--- src/rtl/fifo_burst_reader_pkg.sv ---
// Shared types and width helpers for the FIFO burst reader.
package fifo_pkg;

    // Reader controller states.
    typedef enum logic [1:0] {
        IDLE  = 2'd0,
        BURST = 2'd1,
        DRAIN = 2'd2
    } state_t;

    // Width of a word count able to hold 0..depth.
    function automatic int count_width(input int depth);
        return $clog2(depth) + 1;
    endfunction

    // Width of the idle timer; never narrower than one bit.
    function automatic int timer_width(input int timeout);
        return (timeout < 2) ? 1 : $clog2(timeout + 1);
    endfunction

endpackage

--- src/rtl/fifo_burst_reader_if.sv ---
// FWFT FIFO read port plus valid/ready output stream of the burst reader.
interface fifo_burst_reader_if
    import fifo_pkg::*;
#(
    parameter int DATA_WIDTH = 16,
    parameter int FIFO_DEPTH = 16
);
    localparam int CW = count_width(FIFO_DEPTH);

    logic                  fifo_valid;
    logic [DATA_WIDTH-1:0] fifo_dout;
    logic [CW-1:0]         fifo_rd_data_count;
    logic                  fifo_rd_en;
    logic                  m_valid;
    logic [DATA_WIDTH-1:0] m_data;
    logic                  m_last;
    logic                  m_ready;

    // The reader: consumes the FIFO head and drives the stream.
    modport master (
        input  fifo_valid, fifo_dout, fifo_rd_data_count, m_ready,
        output fifo_rd_en, m_valid, m_data, m_last
    );

    // The surroundings: FIFO read side and downstream consumer.
    modport slave (
        output fifo_valid, fifo_dout, fifo_rd_data_count, m_ready,
        input  fifo_rd_en, m_valid, m_data, m_last
    );
endinterface

--- src/rtl/fifo_burst_reader_stream_out_reg.sv ---
// Registered valid/data/last output stage with stall handling.
module stream_out_reg #(
    parameter int DATA_WIDTH = 16
) (
    input  logic                  clock,
    input  logic                  reset,
    input  logic                  pop,
    input  logic [DATA_WIDTH-1:0] din,
    input  logic                  last_in,
    input  logic                  ready,
    output logic                  valid,
    output logic [DATA_WIDTH-1:0] data,
    output logic                  last,
    output logic                  can_accept
);
    // A new word may be loaded when the stage is empty or being drained this cycle.
    assign can_accept = !valid || ready;

    // Load on pop, empty on accept without pop, otherwise hold (stall).
    always_ff @(posedge clock) begin
        if (!reset) begin
            valid <= 1'b0;
            data  <= '0;
            last  <= 1'b0;
        end else if (pop) begin
            valid <= 1'b1;
            data  <= din;
            last  <= last_in;
        end else if (valid && ready) begin
            valid <= 1'b0;
            last  <= 1'b0;
        end
    end
endmodule

--- src/rtl/fifo_burst_reader.sv ---
// Drains an FWFT FIFO in fixed-length bursts, flushing partial bursts after an idle timeout.
module fifo_burst_reader
    import fifo_pkg::*;
#(
    parameter int DATA_WIDTH = 16,
    parameter int FIFO_DEPTH = 16,
    parameter int BURST_LEN  = 8,
    parameter int TIMEOUT    = 64
) (
    input  logic                               clock,
    input  logic                               reset,
    fifo_burst_reader_if.master                bus,
    output logic                               busy,
    output logic [count_width(FIFO_DEPTH)-1:0] cur_len,
    output logic [15:0]                        burst_cnt
);
    localparam int CW = count_width(FIFO_DEPTH);
    localparam int TW = timer_width(TIMEOUT);
    localparam logic [CW-1:0] BURST_LEN_C = CW'(BURST_LEN);
    localparam logic [TW-1:0] TIMEOUT_C   = TW'(TIMEOUT);

    state_t        state_reg, state_next;
    logic [CW-1:0] remaining_reg;
    logic [CW-1:0] cur_len_reg;
    logic [TW-1:0] timer_reg;
    logic [15:0]   burst_cnt_reg;

    logic [CW-1:0] count;
    logic [CW-1:0] load_len;
    logic          partial_pending;
    logic          start;
    logic          pop;
    logic          burst_done;
    logic          can_accept;

    assign count = bus.fifo_rd_data_count;

    // Next-state decode: burst start, per-word pop, and burst completion.
    always_comb begin
        state_next      = state_reg;
        load_len        = BURST_LEN_C;
        start           = 1'b0;
        pop             = 1'b0;
        burst_done      = 1'b0;
        partial_pending = (count != '0) && (count < BURST_LEN_C);
        case (state_reg)
            IDLE: begin
                // A full burst takes priority over a timeout on the same cycle.
                if (count >= BURST_LEN_C) begin
                    state_next = BURST;
                    start      = 1'b1;
                end else if ((TIMEOUT != 0) && partial_pending && (timer_reg == TIMEOUT_C)) begin
                    state_next = BURST;
                    start      = 1'b1;
                    load_len   = count;
                end
            end
            BURST: begin
                pop = (remaining_reg != '0) && bus.fifo_valid && can_accept;
                if (pop && (remaining_reg == CW'(1))) begin
                    state_next = DRAIN;
                end
            end
            DRAIN: begin
                if (bus.m_valid && bus.m_ready && bus.m_last) begin
                    state_next = IDLE;
                    burst_done = 1'b1;
                end
            end
            default: state_next = IDLE;
        endcase
    end

    // State, burst length/remaining and completed-burst counter.
    always_ff @(posedge clock) begin
        if (!reset) begin
            state_reg     <= IDLE;
            remaining_reg <= '0;
            cur_len_reg   <= '0;
            burst_cnt_reg <= '0;
        end else begin
            state_reg <= state_next;
            if (start) begin
                remaining_reg <= load_len;
                cur_len_reg   <= load_len;
            end else if (pop) begin
                remaining_reg <= remaining_reg - CW'(1);
            end
            if (burst_done) begin
                burst_cnt_reg <= burst_cnt_reg + 16'd1;
            end
        end
    end

    // Idle timer: runs while a partial burst waits in IDLE, saturating at TIMEOUT.
    always_ff @(posedge clock) begin
        if (!reset) begin
            timer_reg <= '0;
        end else if ((state_reg == IDLE) && (state_next == IDLE) && partial_pending) begin
            if (timer_reg != TIMEOUT_C) begin
                timer_reg <= timer_reg + TW'(1);
            end
        end else begin
            timer_reg <= '0;
        end
    end

    stream_out_reg #(
        .DATA_WIDTH (DATA_WIDTH)
    ) u_out (
        .clock      (clock),
        .reset      (reset),
        .pop        (pop),
        .din        (bus.fifo_dout),
        .last_in    (remaining_reg == CW'(1)),
        .ready      (bus.m_ready),
        .valid      (bus.m_valid),
        .data       (bus.m_data),
        .last       (bus.m_last),
        .can_accept (can_accept)
    );

    assign bus.fifo_rd_en = pop;
    assign busy           = (state_reg != IDLE);
    assign cur_len        = cur_len_reg;
    assign burst_cnt      = burst_cnt_reg;
endmodule

--- src/flat_wrapper.sv ---
// flat-port wrapper written by rule: the top's interface ports become plain ports
module fifo_burst_reader_flat import fifo_pkg::*;
#(
    parameter int DATA_WIDTH = 16,
    parameter int FIFO_DEPTH = 16,
    parameter int BURST_LEN  = 8,
    parameter int TIMEOUT    = 64
)
  (clock, reset, busy, cur_len, burst_cnt, bus_fifo_valid, bus_fifo_dout, bus_fifo_rd_data_count, bus_m_ready, bus_fifo_rd_en, bus_m_valid, bus_m_data, bus_m_last);
  fifo_burst_reader_if #(.DATA_WIDTH(DATA_WIDTH), .FIFO_DEPTH(FIFO_DEPTH)) bus_i ();
  input  logic clock;
  input  logic reset;
  output logic busy;
  output logic [count_width(FIFO_DEPTH)-1:0] cur_len;
  output logic [15:0] burst_cnt;
  input wire logic [$bits(bus_i.fifo_valid)-1:0] bus_fifo_valid;
  input wire logic [$bits(bus_i.fifo_dout)-1:0] bus_fifo_dout;
  input wire logic [$bits(bus_i.fifo_rd_data_count)-1:0] bus_fifo_rd_data_count;
  input wire logic [$bits(bus_i.m_ready)-1:0] bus_m_ready;
  output wire logic [$bits(bus_i.fifo_rd_en)-1:0] bus_fifo_rd_en;
  output wire logic [$bits(bus_i.m_valid)-1:0] bus_m_valid;
  output wire logic [$bits(bus_i.m_data)-1:0] bus_m_data;
  output wire logic [$bits(bus_i.m_last)-1:0] bus_m_last;
  assign bus_i.fifo_valid = bus_fifo_valid;
  assign bus_i.fifo_dout = bus_fifo_dout;
  assign bus_i.fifo_rd_data_count = bus_fifo_rd_data_count;
  assign bus_i.m_ready = bus_m_ready;
  assign bus_fifo_rd_en = bus_i.fifo_rd_en;
  assign bus_m_valid = bus_i.m_valid;
  assign bus_m_data = bus_i.m_data;
  assign bus_m_last = bus_i.m_last;
  fifo_burst_reader #(.DATA_WIDTH(DATA_WIDTH), .FIFO_DEPTH(FIFO_DEPTH), .BURST_LEN(BURST_LEN), .TIMEOUT(TIMEOUT)) u_core (.clock(clock), .reset(reset), .bus(bus_i), .busy(busy), .cur_len(cur_len), .burst_cnt(burst_cnt));
endmodule
--- config.mk ---
export PLATFORM = sky130hd
export DESIGN_NAME = fifo_burst_reader_flat
export DESIGN_NICKNAME = d
export VERILOG_FILES = /design/src/rtl/fifo_burst_reader_pkg.sv /design/src/rtl/fifo_burst_reader_if.sv /design/src/rtl/fifo_burst_reader_stream_out_reg.sv /design/src/rtl/fifo_burst_reader.sv /design/src/flat_wrapper.sv
export SDC_FILE = /design/constraint.sdc
export NUM_CORES = 1
export LEC_CHECK = 0
export CAP_MARGIN = 20
export CORE_MARGIN = 4
export CORE_UTILIZATION = 38
export DETAILED_ROUTE_END_ITERATION = 6
export MAX_ROUTING_LAYER = met4
export PLACE_DENSITY = 0.66
export SLEW_MARGIN = 20
export SYNTH_ARGS = -nofsm -noshare
export SYNTH_HDL_FRONTEND = slang
export SYNTH_SLANG_ARGS = --single-unit
--- constraint.sdc ---
create_clock -name clock -period 2.95 [get_ports clock]
set_clock_uncertainty 0.2 [all_clocks]
set_input_delay 0.7375 -clock clock [delete_from_list [all_inputs] [get_ports clock]]
set_output_delay 0.7375 -clock clock [all_outputs]
set_load 0.02 [all_outputs]
==> key figures <==
Outcome
  • Outcome: complete, no violations

Job
  • Max Cap Viol: 0

Pwr
  • Leak Pwr: 1.19 nW
  • P per Cell Area: 437 nW/um^2
  • Worst VDD drop: 0.228 mV
  • Pwr Total: 1.39 mW

Floorplan
  • Core Rows: 28
  • Die Height: 86.6 microns
  • Initial Utilization: 39.4%
  • Die area: 7500 sq um
  • Io pins: 66
  • Die width: 86.6 microns
  • Core area: 5960 sq um

Setup path
  • CP endpoint kind: primary output
  • Crit start category: primary input
  • CP bufs+invs: 3
  • FF-to-FF setup slack: 820 ps
  • Slowest stage delay, CP: 510 ps
  • Crit path cell chain: clkdlybuf4s50_1 > nand2b_1 > nand4_4 > inv_4 > clkdlybuf4s15_1
  • Slowest-stage cell, CP: clkdlybuf4s50_1
  • Req. time, crit path: 2010 ps
  • Critical Path AT: 1940 ps
  • Setup CP Type: primary input to primary output
  • CP Max Fanout: 3
  • RR Endpoint: u_core.remaining_reg[3]
  • FF-to-FF path depth: 8
  • R2r startpoint: u_core.remaining_reg[0]
  • CP top delay family: buffers and inverters

Synthesis
  • Post-synth EDFFs: 0
  • Post-Syn Nets: 284
  • Synthesis Warnings: 0
  • Post-synthesis share of cell area spent on and, or, nand and nor gates: 27.2%
  • Synth Flop Type: dfxtp_1
  • Avg Cell Area, Syn: 9.28 sq um
  • Dominant cell type by area after synthesis: dfxtp_1
  • Mux cell area share after synthesis: 0.853%
  • Mapped Area: 2350 sq um
  • Synth Area in Adders: 3.20%
  • Sequential area share after synthesis: 45.2%
  • Largest family of logic cells by synthesized area: simple AND/OR/NAND/NOR gates
  • Complex-gate fraction of the synthesized area: 12.3%
  • Top cell types by occurrence after synthesis: dfxtp_1, nand2_1, and2_1, xnor2_1
  • Cells after synthesis: 253
  • Async S/R FF share, synth: 0%
  • Top-count cell post-synth: dfxtp_1
  • Top-area cell type share of the netlist area: 45.2%
  • FF+latch count, synth: 53
  • Area contributors post-synth: dfxtp_1, nand2_1, xnor2_1, xor2_1, a21boi_0
  • Count of cell types in the netlist: 41
  • Xor and xnor area share after synthesis: 7.46%

Routing
  • # DRC: 0
  • DR vias/cell: 4.87
  • Detailed Routing Iterations Pass 1: 4
  • Post-DRT Antenna Nets: 0
  • Final WL: 4840 microns
  • DR WL/cell: 12.1 microns
  • Vias: 1942
  • 1st-iter DRT viols: 90

GRT
  • Vias in the first global route: 1833
  • Met1 Use GR: 16.7%
  • Pin count of the biggest net entering global routing: 31
  • Overall global routing resource usage: 13.9%
  • Initial antenna violation count: 0
  • Global-route wire length before repair: 8240 microns
  • GR Layer Usage met2: 22.5%
  • Remaining Overflow, GRT: 0
  • GR peak layer: met2
  • Met3 Resource Use GR: 3.71%

Worst hold path
  • Class of the worst hold path: register to register
  • Hold Path Depth: 2
  • Hold endpoint: u_core.u_out.data[14]
  • Hold path startpoint: u_core.u_out.data[14]

Final layout
  • Layout Cells excl Fill: 399
  • Final core utilization: 53.6%
  • Post-route cell area: 3190 sq um
  • Post-layout nets: 354
  • N_diodes: 0
  • Share of cells above drive strength 1: 7.41%
  • Syn-to-layout area delta: 35.9%

Placement
  • Gpl congestion: 0.751
  • Placed cells: 391
  • Placed inst area: 3090 sq um
  • # port buffers: 65
  • Dpl hpwl: 3570 microns

Timing
  • Setup Viol. Count Final: 0
  • Fmax: 347 MHz
  • Slew @ Worst Pin: 374 ps
  • Min Tclk post-route: 2880 ps
  • Final Hold Vio Count: 0
  • Worst slew margin: 75.0%
  • Final worst-path cycle share: 97.6%
  • RSZ-0062 raised after global routing: no
  • Max Slew Vio Count: 0

Clock tree
  • Clock root cell: clkbuf_8
  • # H-tree levels: 2
  • Reg clk slew, reported paths: 90 ps
  • Max clock buf depth: 2
  • CTS tree: yes
  • Clk Latency, worst-skew pair: 300 ps
  • TritonCTS Sinks: 53
  • CTS Buf Count: 5
  • Hold-fix buffer count after cts: 0
==> metal layers <==
layer  part of all wire [%]  routed length (microns)  up-vias
met3                    5.3                      258        6
met1                     47                     2260      895
li1                       -                        -      996
met4                    1.2                       58        0
met5                      0                        0        -
met2                     47                     2260       45
==> cell usage in the layout, fill, tap and decap left out, types with 3 or more instances in the layout <==
| cell | count |
|---|---|
| clkdlybuf4s50_1 | 64 |
| and3_1 | 8 |
| xor2_1 | 9 |
| buf_4 | 8 |
| inv_1 | 5 |
| nor2b_1 | 10 |
| and2_1 | 11 |
| nand2b_1 | 4 |
| and4_1 | 3 |
| nand4_1 | 5 |
| dfxtp_1 | 53 |
| nand2_1 | 46 |
| xnor2_1 | 11 |
| clkbuf_8 | 7 |
| a21boi_0 | 10 |
| a21boi_1 | 9 |
| nand3_1 | 10 |
| ha_1 | 6 |
| nor2_1 | 9 |
==> worst reg2reg max path, delay by kind of cell, from the launching register on <==
family                   cells  cell delay (ps)
adder cells (fa/ha/maj)      1              160
flip-flops                   1              370
buffers and inverters        2              350
XOR/XNOR                     1              120
AND/OR/NAND/NOR              3              690
AO/OA/AOI/OAI                1              170
==> through the flow <==
stage               setup TNS, ps  hold slack [ps]  setup WS (ps)
finish                          0              254           70.6
global route                    0              275           17.5
CTS                             0              257           25.5
detailed placement           -235              245           -235
global placement             -245              239           -245
floorplan                       0              243            499
==> power by group <==
group | switching [mW] | total [mW] | internal (mW)
Sequential | 0.0163 | 0.753 | 0.736
Combinational | 0.0970 | 0.203 | 0.106
Clock | 0.225 | 0.438 | 0.212
==> how the worst max path moves through the flow <==
stage	endpoint	slack [ps]	from	depth (start not counted)
6_report	bus_fifo_rd_en	70	bus_m_ready	5
5_1_grt	bus_fifo_rd_en	20	bus_m_ready	5
4_1_cts	bus_fifo_rd_en	30	bus_m_ready	5
3_5_place_dp	bus_fifo_rd_en	-230	bus_m_ready	5
3_3_place_gp	bus_fifo_rd_en	-250	bus_m_ready	5
2_1_floorplan	bus_fifo_rd_en	500	bus_m_ready	4
==> cell type report <==
cell class | count | area, sq um
clock buffer | 7 | 96.3
sequential | 53 | 1060
fill | 574 | 2770
inverter | 6 | 25.0
clock inverter | 1 | 5.00
multi-input combinational | 184 | 1200
tap | 75 | 93.8
timing repair buffer | 73 | 711
==> cells by family after synthesis <==
group / Yosys count
adder cells (fa/ha/maj): 6
AND/OR/NAND/NOR: 119
AO/OA/AOI/OAI: 37
XOR/XNOR: 20
buffers and inverters: 16
multiplexers: 2
flip-flops: 53
==> what timing repair did <==
item,4_1_cts,5_1_grt
gates resized for setup,1,1
cloned,0,0
buffers inserted,0,0
endpoints found under the setup margin,1,1
pin swaps,0,0
(Power assumes the default switching activity.)
